==> src/rtl/mem_wb_stage_pkg.sv <==
// Shared constants for the memory-access / write-back stage.
// State encodings are plain constants so older netlists and tools can match them.
package mem_wb_stage_pkg;

    localparam logic [0:0] ST_IDLE = 1'b0;
    localparam logic [0:0] ST_WAIT = 1'b1;

    // Timeout counter width; clamped to at least one bit for tiny TIMEOUT values.
    function automatic int cnt_w(input int timeout);
        return (timeout <= 2) ? 1 : $clog2(timeout);
    endfunction

endpackage

==> src/rtl/mem_wb_stage.sv <==
// Memory-access / write-back stage: ALU results go straight to the RF write port,
// loads/stores run a req/ready bus handshake and stall EX until done or timed out.
module mem_wb_stage
    import mem_wb_stage_pkg::*;
#(
    parameter int DATA_W  = 16,
    parameter int ADDR_W  = 16,
    parameter int RADDR_W = 4,
    parameter int TIMEOUT = 16
) (
    input  logic               clk,
    input  logic               rst,
    input  logic               ex_valid,
    output logic               ex_accept,
    input  logic               ex_reg_write,
    input  logic [RADDR_W-1:0] ex_dest_addr,
    input  logic [DATA_W-1:0]  ex_alu_value,
    input  logic               ex_mem_read,
    input  logic               ex_mem_write,
    input  logic [ADDR_W-1:0]  ex_mem_addr,
    input  logic [DATA_W-1:0]  ex_store_value,
    output logic               mem_req,
    output logic               mem_we,
    output logic [ADDR_W-1:0]  mem_addr,
    output logic [DATA_W-1:0]  mem_wdata,
    input  logic [DATA_W-1:0]  mem_rdata,
    input  logic               mem_ready,
    output logic               writable,
    output logic [RADDR_W-1:0] write_addr,
    output logic [DATA_W-1:0]  write_value,
    output logic               stall_req,
    output logic               bus_err
);

    localparam int CNT_W = cnt_w(TIMEOUT);

    logic [0:0]         state_q, state_d;
    logic [CNT_W-1:0]   cnt_q, cnt_d;
    logic               mem_req_q, mem_req_d;
    logic               mem_we_q, mem_we_d;
    logic [ADDR_W-1:0]  mem_addr_q, mem_addr_d;
    logic [DATA_W-1:0]  mem_wdata_q, mem_wdata_d;
    logic               writable_q, writable_d;
    logic [RADDR_W-1:0] write_addr_q, write_addr_d;
    logic [DATA_W-1:0]  write_value_q, write_value_d;
    logic               bus_err_q, bus_err_d;
    logic [RADDR_W-1:0] ld_dest_q, ld_dest_d;
    logic               ld_wr_q, ld_wr_d;

    logic is_mem;
    logic dest_nz;

    assign is_mem  = ex_mem_read | ex_mem_write;
    assign dest_nz = (ex_dest_addr != '0);

    always_comb begin
        state_d       = state_q;
        cnt_d         = cnt_q;
        mem_req_d     = mem_req_q;
        mem_we_d      = mem_we_q;
        mem_addr_d    = mem_addr_q;
        mem_wdata_d   = mem_wdata_q;
        writable_d    = 1'b0;
        write_addr_d  = write_addr_q;
        write_value_d = write_value_q;
        bus_err_d     = 1'b0;
        ld_dest_d     = ld_dest_q;
        ld_wr_d       = ld_wr_q;

        case (state_q)
            ST_IDLE: begin
                if (ex_valid) begin
                    if (is_mem) begin
                        // Read+write together is illegal upstream; resolve it as a load.
                        mem_req_d   = 1'b1;
                        mem_we_d    = ex_mem_write & ~ex_mem_read;
                        mem_addr_d  = ex_mem_addr;
                        mem_wdata_d = ex_store_value;
                        ld_dest_d   = ex_dest_addr;
                        ld_wr_d     = ex_mem_read & ex_reg_write & dest_nz;
                        cnt_d       = '0;
                        state_d     = ST_WAIT;
                    end else begin
                        writable_d    = ex_reg_write & dest_nz;
                        write_addr_d  = ex_dest_addr;
                        write_value_d = ex_alu_value;
                    end
                end
            end
            ST_WAIT: begin
                cnt_d = cnt_q + 1'b1;
                // Completion takes priority over a timeout landing on the same edge.
                if (mem_ready) begin
                    mem_req_d = 1'b0;
                    state_d   = ST_IDLE;
                    if (ld_wr_q) begin
                        writable_d    = 1'b1;
                        write_addr_d  = ld_dest_q;
                        write_value_d = mem_rdata;
                    end
                end else if (cnt_q == CNT_W'(TIMEOUT - 1)) begin
                    mem_req_d = 1'b0;
                    bus_err_d = 1'b1;
                    state_d   = ST_IDLE;
                end
            end
            default: state_d = ST_IDLE;
        endcase
    end

    always_ff @(posedge clk or negedge rst) begin
        if (!rst) begin
            state_q       <= ST_IDLE;
            cnt_q         <= '0;
            mem_req_q     <= 1'b0;
            mem_we_q      <= 1'b0;
            mem_addr_q    <= '0;
            mem_wdata_q   <= '0;
            writable_q    <= 1'b0;
            write_addr_q  <= '0;
            write_value_q <= '0;
            bus_err_q     <= 1'b0;
            ld_dest_q     <= '0;
            ld_wr_q       <= 1'b0;
        end else begin
            state_q       <= state_d;
            cnt_q         <= cnt_d;
            mem_req_q     <= mem_req_d;
            mem_we_q      <= mem_we_d;
            mem_addr_q    <= mem_addr_d;
            mem_wdata_q   <= mem_wdata_d;
            writable_q    <= writable_d;
            write_addr_q  <= write_addr_d;
            write_value_q <= write_value_d;
            bus_err_q     <= bus_err_d;
            ld_dest_q     <= ld_dest_d;
            ld_wr_q       <= ld_wr_d;
        end
    end

    assign ex_accept   = (state_q == ST_IDLE);
    assign stall_req   = ~ex_accept;
    assign mem_req     = mem_req_q;
    assign mem_we      = mem_we_q;
    assign mem_addr    = mem_addr_q;
    assign mem_wdata   = mem_wdata_q;
    assign writable    = writable_q;
    assign write_addr  = write_addr_q;
    assign write_value = write_value_q;
    assign bus_err     = bus_err_q;

endmodule

==> config.mk <==
export PLATFORM = sky130hd
export DESIGN_NAME = mem_wb_stage
export DESIGN_NICKNAME = d
export VERILOG_FILES = /design/src/rtl/mem_wb_stage_pkg.sv /design/src/rtl/mem_wb_stage.sv
export SDC_FILE = /design/constraint.sdc
export NUM_CORES = 1
export LEC_CHECK = 0
export CAP_MARGIN = 20
export CORE_MARGIN = 1
export CORE_UTILIZATION = 37
export CTS_CLUSTER_DIAMETER = 200
export CTS_CLUSTER_SIZE = 28
export DETAILED_ROUTE_END_ITERATION = 10
export MAX_ROUTING_LAYER = met4
export PLACE_DENSITY = 0.8
export SLEW_MARGIN = 30
export SYNTH_ARGS = -nofsm -noshare
export SYNTH_HDL_FRONTEND = slang
export SYNTH_SLANG_ARGS = --single-unit
export TNS_END_PERCENT = 1
==> constraint.sdc <==
create_clock -name clk -period 1.4 [get_ports clk]
set_input_delay 0.14 -clock clk [delete_from_list [all_inputs] [get_ports clk]]
set_output_delay 0.14 -clock clk [all_outputs]
set_load 0.05 [all_outputs]
==> After elaboration in Yosys (flattened, before gate mapping) <==
Cells that the tools add are included.
{ "totals": {"register_bits": 66, "inputBits": 75, "out_inout_bits": 58, "wordCells": 63} }
{ "classes": {"add_sub_neg": 1, "eq_ne": 7, "mux": 31, "bitwise": 7, "n_reduce_logical": 5} }
{ "op_table": {"columns": ["cell", "n"], "rows": [
  ["$mux W16", 4],
  ["$pmux W16 S2", 1],
  ["$mux W4", 6],
  ["$pmux W4 S2", 2],
  ["$mux W1", 15],
  ["$ne A2 B2 Y1 const B", 3],
  ["$pmux W1 S2", 3],
  ["$reduce_and A3 Y1", 2],
  ["$add A4 B1 Y4 const B", 1],
  ["$and A1 B1 Y1", 4],
  ["$eq A4 B4 Y1 const B", 1],
  ["$ne A2 B1 Y1 const B", 2],
  ["$reduce_and A4 Y1", 1],
  ["$reduce_bool A4 Y1", 1],
  ["$ne A3 B2 Y1 const B", 1],
  ["$not A1 Y1", 2],
  ["$reduce_and A2 Y1", 1],
  ["$or A1 B1 Y1", 1]
]} }

==> Depth between registers and ports, before layout <==
{ "depth": {"word_depth": 5, "ltp_mapped": 5} }

==> Worst setup path after synthesis <==
Ideal clock, no wire load.
{ "synth_timing": {"path_kind": "register -> register", "start": "register state_q, in the netlist stall_req", "end": "register write_addr_q[0], in the netlist write_addr[0]", "setup_ns": 0.125, "t_arrival_ns": 1.581, "setup_slack_ns": -0.306, "path_stages_with_launch": 5, "synth_period_minus_slack_ns": 1.706, "path_cell_list": "dfrtp_1 > and2b_4 > a21boi_4 > buf_6 > mux2_4"} }
{ "synth_between": {"elab_chain_len": 3, "elab_cells_between_ends": 7, "cone_classes": "eq/ne: 4; mux: 1; bitwise: 1; reduce/logical: 1"} }
{ "synth_rtl": {"columns": ["item", "line_no", "rtl"], "rows": [
  ["from (decl)", "mem_wb_stage.sv:37", "logic [0:0] state_q, state_d;"],
  ["from (signal assigned)", "mem_wb_stage.sv:126", "state_q <= state_d;"],
  ["$not A1 Y1 (no line)", null, null],
  ["$ne A2 B2 Y1 (no line)", null, null],
  ["$reduce_and A4 Y1 (no line)", null, null],
  ["to (signal assigned)", "mem_wb_stage.sv:133", "write_addr_q <= write_addr_d;"],
  ["to (decl)", "mem_wb_stage.sv:44", "logic [RADDR_W-1:0] write_addr_q, write_addr_d;"]
]} }
Several ways; a longest one is shown, not always the timed one.
A chain may end at the register's enable or synchronous reset.

==> Final worst setup path <==
{ "layout_timing": {"start": "register state_q, in the netlist stall_req", "end": "register write_value_q[4], in the netlist write_value[4]"} }
{ "layout_between": {"elab_chain_len": 3, "elab_cells_between_ends": 7, "cone_classes": "eq/ne: 4; mux: 1; bitwise: 1; reduce/logical: 1"} }
{ "layout_rtl": {"columns": ["item", "line_no", "rtl"], "rows": [
  ["$not A1 Y1 (no line)", null, null],
  ["$ne A2 B2 Y1 (no line)", null, null],
  ["$reduce_and A4 Y1 (no line)", null, null],
  ["to (signal assigned)", "mem_wb_stage.sv:134", "write_value_q <= write_value_d;"],
  ["to (decl)", "mem_wb_stage.sv:45", "logic [DATA_W-1:0] write_value_q, write_value_d;"]
]} }
Several ways; a longest one is shown, not always the timed one.

==> run_results.csv <==
group,metric,value,unit
timing,slew_viol_final,0,
worst_setup_path,timing.critical_path.required,1.61,ns
detailed_routing,route.antenna.remaining_nets,0,
timing,finalWorstPathRequiredPeriod,1.470,ns
worst_setup_path,cpPeakStageDelay,0.44,ns
detailed_routing,detail_route.first_pass.iterations,3,
worst_setup_path,critical_path.endpoint_type,"register",
power_and_ir_drop,power.leakage,2.118,nW
logic_synthesis,yosys.cell_count.top_type,"sky130_fd_sc_hd__dfrtp_1",
floorplanning,top_level_ports,133,
floorplanning,design.core.area,7408,um^2
grt,grt_pass1_wl,10560,um
logic_synthesis,netlist.area_leader.share,57.19,%
outcome,status,"finished with violations",
floorplanning,die-area,8162,um^2
logic_synthesis,synth.ff_latch_count,66,
logic_synthesis,synth.avg_cell_area,15.78,um^2
hold_path,hp-class,"in2async",
worst_setup_path,critPathSlowestCell,"sky130_fd_sc_hd__dfrtp_2",
logic_synthesis,synth_enable_flop_cells,0,
logic_synthesis,ys_top_cells_by_area,"sky130_fd_sc_hd__dfrtp_1 57%, sky130_fd_sc_hd__mux2_2 14%, sky130_fd_sc_hd__mux2_4 9.9%, sky130_fd_sc_hd__mux2_1 8.6%, sky130_fd_sc_hd__buf_6 1.9%",
logic_synthesis,ys_top_cells_by_count,"66 x sky130_fd_sc_hd__dfrtp_1, 35 x sky130_fd_sc_hd__mux2_2, 22 x sky130_fd_sc_hd__mux2_1, 19 x sky130_fd_sc_hd__mux2_4, 6 x sky130_fd_sc_hd__o21ai_0",
clock_tree,clk_pin_slew,0.08,ns
timing,fin_worst_skew,0.01150,ns
logic_synthesis,mappedNetlistArea,2888,um^2
place,port_buffers,132,
logic_synthesis,postSynth.asyncResetShare,100.0,%
power_and_ir_drop,power-per-cell-area,1931,nW/um^2
worst_setup_path,timing.critical_path.fanout_max,21,
timing,setup_repair_after_global_routing_missed_its_margin,"yes",
worst_setup_path,setup.worst_path.start,"stall_req$_DFF_PN0_",
worst_setup_path,worstReg2RegStart,"stall_req$_DFF_PN0_",
run,max_cap_viol_count,0,
floorplanning,floorplan.die.height,90.35,um
outcome,violations,"negative setup slack",
logic_synthesis,distinct_cell_type_count_after_synthesis,27,
worst_setup_path,r2r.worst_path.cells,4,
timing,final.setup.tns,-1.662,ns
clock_tree,cts_tree,"built",
cells_and_area,diodes,0,
clock_tree,clock_latency,0.33,ns
clock_tree,clk_root_buffer_cell,"sky130_fd_sc_hd__clkbuf_8",
logic_synthesis,synthDominantAreaCellType,"sky130_fd_sc_hd__dfrtp_1",
clock_tree,cts_made_buffers,9,
timing,worst_slew_margin_rel,67.81,%
worst_setup_path,critical_path.endpoint,"write_value[4]$_DFFE_PN0P_",
power_and_ir_drop,vdd_ir_drop_max,1.295,mV
timing,hold_slack,0.3539,ns
grt,grt_overflow_total,0,
detailed_routing,avgRoutedWirePerCell,14.61,um
place,dpl.hpwl,4706,um
place,post-place-ws,-0.2284,ns
cells_and_area,post_route_cells_drive_above_1_share,46.63,%
detailed_routing,dr_total_vias,2075,
worst_setup_path,worstSetupPathType,"reg2reg",
timing,finalWorstSetupSlack,-0.06968,ns
detailed_routing,vias_per_cell,4.716,
grt,largest_net_degree_at_the_start_of_global_routing,67,
logic_synthesis,most_common_flop_cell_mapped_by_yosys,"sky130_fd_sc_hd__dfrtp_1",
timing,timing.fmax,680.4,MHz
clock_tree,h-tree-depth,3,
grt,number_of_global_route_vias_before_repair,2229,
grt,global_route.usage.total,16.88,%
detailed_routing,remaining_drc_errors,0,
worst_setup_path,r2r_path_end,"write_value[4]$_DFFE_PN0P_",
floorplanning,die_width,90.35,um
worst_setup_path,path_cells,"and2b_4 -> a21boi_4 -> buf_12 -> mux2_4",
floorplanning,floorplan.initialDensity,38.98,%
worst_setup_path,timing.reg2reg.setup_slack,-0.07,ns
clock_tree,clkSinkCount,66,
logic_synthesis,synth_fp_nets,259,
grt,grt_antenna_before_repair,0,
worst_setup_path,crit_arrival,1.68,ns
detailed_routing,routed_wirelength,6429,um
timing,timing_worst_slew_pin_value,0.4766,ns
detailed_routing,drtIter0Drc,40,
cells_and_area,design.final.nets,412,
timing,setup-violations-final,41,
cells_and_area,areaGrowthSynthToFinish,60.62,%
worst_setup_path,critical_path_start_type,"register",
floorplanning,row_count,31,
timing,final.period_utilization,105.0,%
clock_tree,ctsLongestPathBuffers,2,
timing,hold_violations,0,
logic_synthesis,synth.yosys.seq_area_share,57.19,%
logic_synthesis,synth.yosys.warnings,0,
logic_synthesis,post_synth_inst_count,183,
place,gpl.final_weighted_congestion,0.7357,
## cells in the final DEF, fill, tap and decap left out, types with 2 or more instances in the layout
cell | synthesis | routed
sky130_fd_sc_hd__buf_6 | 5 | 2
sky130_fd_sc_hd__a21oi_1 | 3 | 3
sky130_fd_sc_hd__dfrtp_1 | 66 | 65
sky130_fd_sc_hd__nand2_1 | 5 | 5
sky130_fd_sc_hd__mux2_1 | 22 | 17
sky130_fd_sc_hd__clkbuf_8 | 0 | 10
sky130_fd_sc_hd__nor2_4 | 2 | 2
sky130_fd_sc_hd__mux2_2 | 35 | 32
sky130_fd_sc_hd__clkdlybuf4s50_1 | 0 | 73
sky130_fd_sc_hd__mux2_4 | 19 | 27
sky130_fd_sc_hd__o21ai_0 | 6 | 6
sky130_fd_sc_hd__buf_12 | 0 | 9
sky130_fd_sc_hd__clkinv_2 | 0 | 2
sky130_fd_sc_hd__buf_4 | 3 | 63
sky130_fd_sc_hd__bufinv_16 | 0 | 2
## kinds of logic (layout without fill, tap and decap cells)
| group | Yosys count | count (layout) | share of synthesized area (%) |
|---|---|---|---|
| mux | 76 | 76 | 32.11 |
| flops | 66 | 66 | 57.19 |
| compound gates | 16 | 16 | 3.900 |
| simple gates | 14 | 14 | 3.207 |
| buf+inv | 9 | 167 | 2.859 |
| fa+ha+maj | 1 | 1 | 0.4332 |
| xor+xnor | 1 | 1 | 0.3033 |
## area by class of cell
type,count,area [um^2]
clock inverters,5,78.83
clock buffers,11,141.4
inverters,1,6.256
repair buffers,150,1436
flip-flops and latches,66,1653
fillers,558,2770
multi-input cells,108,1199
well taps,99,123.9
## through the flow
| stage | std cells | area [um^2] | power, mW | util, % |
|---|---|---|---|---|
| finish | 440 | 4638 | 8.958 | 62.61 |
| global route | 440 | 4638 | 9.357 | 62.61 |
| CTS | 440 | 4612 | 9.024 | 62.25 |
| detailed placement | 423 | 4345 | 7.183 | 58.66 |
| global placement | 423 | 4345 | 7.105 | 58.66 |
| floorplan | 183 | 2889 | 5.649 | - |
## state kept, by name (all words and copies together), names as in the netlist
signal and cells:
ld_wr_q 1, write_value 16, mem_req 1, write_addr 4
mem_wdata 16, mem_addr 16, writable 1, ld_dest_q 4
mem_we 1, stall_req 1, bus_err 1, cnt_q 4
## worst min path at each step
stage	start	end	cells past startpoint
floorplan	rst	bus_err$_DFF_PN0_	0
global placement	rst	mem_addr[7]$_DFFE_PN0P_	2
detailed placement	rst	mem_addr[7]$_DFFE_PN0P_	2
CTS	rst	mem_addr[7]$_DFFE_PN0P_	3
global route	rst	mem_addr[7]$_DFFE_PN0P_	3
finish	rst	mem_addr[10]$_DFFE_PN0P_	3
## power breakdown
| group | switching (mW) | internal, mW | total (mW) |
|---|---|---|---|
| Sequential | 0.375 | 2.50 | 2.88 |
| Combinational | 2.56 | 1.78 | 4.33 |
| Clock | 0.703 | 1.05 | 1.75 |
## worst max-delay path: cells and delay by family, from the launching register on
family                 cells  cell delay, ns
buffers and inverters      1            0.22
AND/OR/NAND/NOR            1            0.22
multiplexers               1            0.32
AO/OA/AOI/OAI              1            0.15
flip-flops                 1            0.44
## repair_timing
item                                   4_1_cts  5_1_grt
setup endpoints to repair                   57       57
endpoints found under the hold margin       66        0
gates resized for setup                      9        7
buffers inserted                             0        0
hold buffers                                 1        0
gates cloned                                 0        0
## layer usage
| metal | global-route usage (%) | share of wire [%] |
|---|---|---|
| met1 | 20.83 | 45 |
| met2 | 26.53 | 48 |
| met3 | 6.313 | 6.9 |
| met4 | 3.629 | 0 |
| met5 | - | 0 |
(Power assumes the default switching activity.)
